**config.mk**
```make
export PLATFORM = sky130hd
export DESIGN_NAME = gate_result_fifo
export DESIGN_NICKNAME = d
export VERILOG_FILES = /design/src/rtl/gate_pkg.sv /design/src/rtl/gate_result_fifo_sat_counter.sv /design/src/rtl/gate_result_fifo.sv
export SDC_FILE = /design/constraint.sdc
export NUM_CORES = 1
export LEC_CHECK = 0
export ABC_AREA = 1
export ABC_CLOCK_PERIOD_IN_PS = 3700
export BUFFER_PORTS_ARGS = -buffer_cell sky130_fd_sc_hd__buf_2
export CORE_UTILIZATION = 50
export CTS_CLUSTER_DIAMETER = 40
export CTS_CLUSTER_SIZE = 12
export DETAILED_ROUTE_END_ITERATION = 8
export GPL_ROUTABILITY_DRIVEN = 0
export PLACE_DENSITY_LB_ADDON = 0.12
export SLEW_MARGIN = 20
export SYNTH_ARGS = -nofsm -noshare
export SYNTH_HDL_FRONTEND = slang
export SYNTH_SLANG_ARGS = --single-unit
```
**constraint.sdc**
```tcl
create_clock -name clk -period 3.7 [get_ports clk]
set_input_delay 0.185 -clock clk [delete_from_list [all_inputs] [get_ports clk]]
set_output_delay 0.185 -clock clk [all_outputs]
set_load 0.005 [all_outputs]
```
**src/rtl/gate_pkg.sv**
```systemverilog
// Shared types and defaults for the gate result FIFO.
package gate_pkg;

    // One gate-stage result: AND output (y1) and OR output (y2).
    typedef struct packed {
        logic y1;
        logic y2;
    } gate_res_t;

    localparam int unsigned GATE_FIFO_DEPTH_DEF = 4;
    localparam int unsigned GATE_CNT_W_DEF      = 8;

endpackage : gate_pkg

```
**src/rtl/gate_result_fifo_sat_counter.sv**
```systemverilog
// Saturating up-counter used for the gate result statistics.
module sat_counter #(
    parameter int unsigned W = 8
) (
    input  logic         clk,
    input  logic         rst,
    input  logic         inc,
    output logic [W-1:0] value
);

    logic [W-1:0] value_q;

    // Count increments and stick at the all-ones maximum.
    always_ff @(posedge clk) begin
        if (rst) begin
            value_q <= '0;
        end else if (inc && (value_q != {W{1'b1}})) begin
            value_q <= value_q + W'(1);
        end
    end

    assign value = value_q;

endmodule : sat_counter

```
**src/rtl/gate_result_fifo.sv**
```systemverilog
// First-word fall-through FIFO for (AND, OR) gate results with optional
// ones-statistics. Build macro: GATE_RESULT_FIFO_STATS_EN enables counters.
module gate_result_fifo
    import gate_pkg::*;
#(
    parameter int unsigned DEPTH = GATE_FIFO_DEPTH_DEF,
    parameter int unsigned CNT_W = GATE_CNT_W_DEF
) (
    input  logic                     clk,
    input  logic                     rst,
    input  logic                     in_valid,
    input  logic                     in_y1,
    input  logic                     in_y2,
    output logic                     in_ready,
    output logic                     out_valid,
    input  logic                     out_ready,
    output logic                     out_y1,
    output logic                     out_y2,
    output logic [$clog2(DEPTH):0]   count,
    output logic [CNT_W-1:0]         y1_ones,
    output logic [CNT_W-1:0]         y2_ones
);

    localparam int unsigned PTR_W    = $clog2(DEPTH);
    localparam int unsigned CNT_BITS = PTR_W + 1;

    gate_res_t             mem_q [DEPTH];
    gate_res_t             in_res;
    gate_res_t             head_q, head_d;
    logic [PTR_W-1:0]      wr_ptr_q, wr_ptr_d;
    logic [PTR_W-1:0]      rd_ptr_q, rd_ptr_d;
    logic [CNT_BITS-1:0]   count_q, count_d;
    logic                  in_ready_q, out_valid_q;
    logic                  push, pop;

    assign in_res = gate_res_t'({in_y1, in_y2});
    assign push   = in_valid & in_ready_q;
    assign pop    = out_valid_q & out_ready;

    // Next pointers, occupancy and head entry; head holds when the FIFO drains.
    always_comb begin
        wr_ptr_d = wr_ptr_q + PTR_W'(push);
        rd_ptr_d = rd_ptr_q + PTR_W'(pop);
        count_d  = count_q + CNT_BITS'(push) - CNT_BITS'(pop);
        head_d   = head_q;
        if (push && (count_q == CNT_BITS'(pop))) begin
            // Incoming entry becomes the head because nothing else remains.
            head_d = in_res;
        end else if (count_d != '0) begin
            head_d = mem_q[rd_ptr_d];
        end
    end

    // Entry storage; written on every accepted push.
    always_ff @(posedge clk) begin
        if (push && !rst) begin
            mem_q[wr_ptr_q] <= in_res;
        end
    end

    // Control and output registers.
    always_ff @(posedge clk) begin
        if (rst) begin
            wr_ptr_q    <= '0;
            rd_ptr_q    <= '0;
            count_q     <= '0;
            in_ready_q  <= 1'b1;
            out_valid_q <= 1'b0;
            head_q      <= '0;
        end else begin
            wr_ptr_q    <= wr_ptr_d;
            rd_ptr_q    <= rd_ptr_d;
            count_q     <= count_d;
            in_ready_q  <= (count_d != CNT_BITS'(DEPTH));
            out_valid_q <= (count_d != '0);
            head_q      <= head_d;
        end
    end

    assign in_ready  = in_ready_q;
    assign out_valid = out_valid_q;
    assign out_y1    = head_q.y1;
    assign out_y2    = head_q.y2;
    assign count     = count_q;

`ifdef GATE_RESULT_FIFO_STATS_EN
    sat_counter #(.W(CNT_W)) u_y1_cnt (
        .clk   (clk),
        .rst   (rst),
        .inc   (push & in_y1),
        .value (y1_ones)
    );

    sat_counter #(.W(CNT_W)) u_y2_cnt (
        .clk   (clk),
        .rst   (rst),
        .inc   (push & in_y2),
        .value (y2_ones)
    );
`else
    assign y1_ones = '0;
    assign y2_ones = '0;
`endif

endmodule : gate_result_fifo
```
==> metrics.md <==
| Metric | Value |
|---|---|
| Outcome | `complete, no violations` |
| Post-DP HPWL | `1.33 mm` |
| Total setup buffers inserted after CTS | `0` |
| Final core utilization | `56.8%` |
| Std-Cell Rows | `16` |
| Main synth FF type | `dfxtp_1` |
| Grt ovf | `0` |
| Number of buffers added on ports | `12` |
| Static Leak | `0.574 nW` |
| Wire per inst | `9.29 µm` |
| Power density cells | `723 nW/µm²` |
| Slack of the critical path | `1.68 ns` |
| Max stage delay on crit path | `0.45 ns` |
| Via density | `4.33` |
| Most area-consuming cells after synthesis | `edfxtp_1 (22%), dfxtp_1 (21%), nand2_1 (14%)` |
| Worst Path Required | `3.94 ns` |
| Max Cap Violations | `0` |
| Slowest CP cell | `fa_1` |
| Initial antenna violation count | `0` |
| Non-Filler Instances | `175` |
| Avg Cell Area, Syn | `8.00 µm²` |
| Fin Clk Skew | `0.00228 ns` |
| Fin. Hold Viols | `0` |
| Yosys warning count | `0` |
| Wire length on met1 | `804 µm` |
| Dpl ws | `1.70 ns` |
| CP Class | `flip-flop to flip-flop` |
| Nets | `159` |
| Top-area cell type share of the netlist area | `22.4%` |
| Number of antenna-violating nets in the routed design | `0` |
| Max-slew violation count | `0` |
| CTS tree | `built` |
| CTS resizes | `0` |
| Worst EP arrival | `2.25 ns` |
| HP Class | `input pin to flip-flop` |
| Seq cells post-synth | `19` |
| Worst path cell trace | `nand2_2, clkinv_2, nand2_1, nand2_1, ha_1, fa_1, nor2_1, nand3_1, nor2_2, nor2_1, nor2_1` |
| Clock buffer depth | `2` |
| Min Tclk post-route | `2.02 ns` |
| Worst-path clk slew | `0.11 ns` |
| Root Driver | `clkbuf_4` |
| Max IR drop VDD | `470 µV` |
| Post-placement cell area | `1100 µm²` |
| Sequential fraction of the synthesis area | `42.9%` |
| Met2 wire length | `743 µm` |
| Max FO, Critical Path | `3` |
| Wire length on met3 | `64 µm` |
| Initial DRC count | `14` |
| Global-route wire length before repair | `2.87 mm` |
| Syn Std Cell Area | `1070 µm²` |
| Leading area contributor after synthesis | `edfxtp_1` |
| Top Layer Used | `met4` |
| Largest net degree at the start of global routing | `12` |
| Synth unique cells | `23` |
| CTS sink cnt | `19` |
| Cts bufs inserted | `3` |
| GRT Overall Usage | `15.8%` |
| Post-route DRC | `0` |
| # IOs | `29` |
| Critical path's most frequent cell | `nor2_1` |
| Skew-Pair Late Insertion Delay | `0.29 ns` |
| Vias | `757` |
| Placed insts | `171` |
| Core area | `1980 µm²` |
| Crit share post-route | `54.5%` |
| Htree depth | `1` |
| CP Capture Type | `flip-flop` |
| Cell with the most instances after synthesis | `nand2_1` |
| Pre-antenna DRT Iters | `4` |
| # diodes | `0` |
| Area delta synth->final | `5.02%` |
| Die area | `2330 µm²` |
| Cell count after synthesis | `134` |
| Final wirelength | `1.63 mm` |
| Maximum clock rate | `0.496 GHz` |
| CTS Hold Bufs | `0` |
| Ys async rst share | `0%` |
| Die Span X | `48.3 µm` |
| Setup_tns | `0 ns` |
| Share of layout cells above drive strength 1 | `21.6%` |
| Finished Cell Area | `1130 µm²` |
| RSZ-0062 raised after global routing | `no` |
| Worst hold margin | `0.139 ns` |
| Startpoint types | `flip-flop` |
| Commonest cells in the netlist | `nand2_1 (41), buf_4 (16), inv_1 (13)` |
| Die height | `48.3 µm` |
| Post-synth EDFFs | `8` |
| # setup viols final | `0` |
| Starting Density | `54.1%` |
| Total power | `0.814 mW` |
| Vias in the first global route | `682` |
-- sequential cells by signal, summed over array words and instances, names as in the netlist --
name,flops
wr_ptr_q,2
in_ready,1
rd_ptr_q,2
out_y1,1
out_valid,1
out_y2,1
mem_q,8
count,3
-- worst paths after layout --
check	from	to	slack, ns	depth (start not counted)
max	out_valid$_SDFF_PP0_	out_y1$_SDFFE_PP0P_	1.68	11
min	in_y2	mem_q[1][0]$_DFFE_PP_	0.14	1
max reg2reg	out_valid$_SDFF_PP0_	out_y1$_SDFFE_PP0P_	1.68	11
min reg2reg	out_y2$_SDFFE_PP0P_	out_y2$_SDFFE_PP0P_	0.55	4
-- cell usage in the layout, fill, tap and decap left out, types with 4 or more instances in the layout --
cell,instances
buf_2,12
conb_1,16
dfxtp_1,11
edfxtp_1,8
inv_1,13
inv_2,6
nand2_1,41
nor2_1,12
nor3_1,4
-- cell type report --
type / instances / area [µm²]
sequential: 19 / 460
clock buffer: 3 / 22.5
fill: 191 / 856
timing repair buffer: 12 / 60.1
clock inverter: 1 / 5.00
multi-input combinational: 93 / 468
tap: 27 / 33.8
inverter: 20 / 76.3
-- logic make-up (layout without fill, tap and decap cells) --
kind of cell / count (synthesis) / after routing / share of synthesized area (%)
buf+inv: 37 / 36 / 18.7
compound gates: 1 / 1 / 0.466
other cells: 1 / 16 / 0.350
fa+ha+maj: 4 / 4 / 5.37
xor+xnor: 1 / 1 / 0.817
simple gates: 71 / 71 / 31.4
flops: 19 / 19 / 42.9
-- report_power, final --
part | internal, mW | switching, mW
logic | 0.156 | 0.253
registers | 0.268 | 0.0348
clock network | 0.0401 | 0.0618
-- routing by layer --
layer | up-vias | global-route usage, %
li1 | 409 | -
met1 | 323 | 21.9
met2 | 23 | 25.1
met3 | 2 | 2.20
met4 | 0 | 5.88
met5 | - | 0
-- critical path: cells and delay by family, from the launching register on --
family / cells / cell delay (ns)
AND/OR/NAND/NOR: 8 / 0.91
adder cells (fa/ha/maj): 2 / 0.64
flip-flops: 1 / 0.34
buffers and inverters: 1 / 0.09
Power figures use the tool's default switching activity.
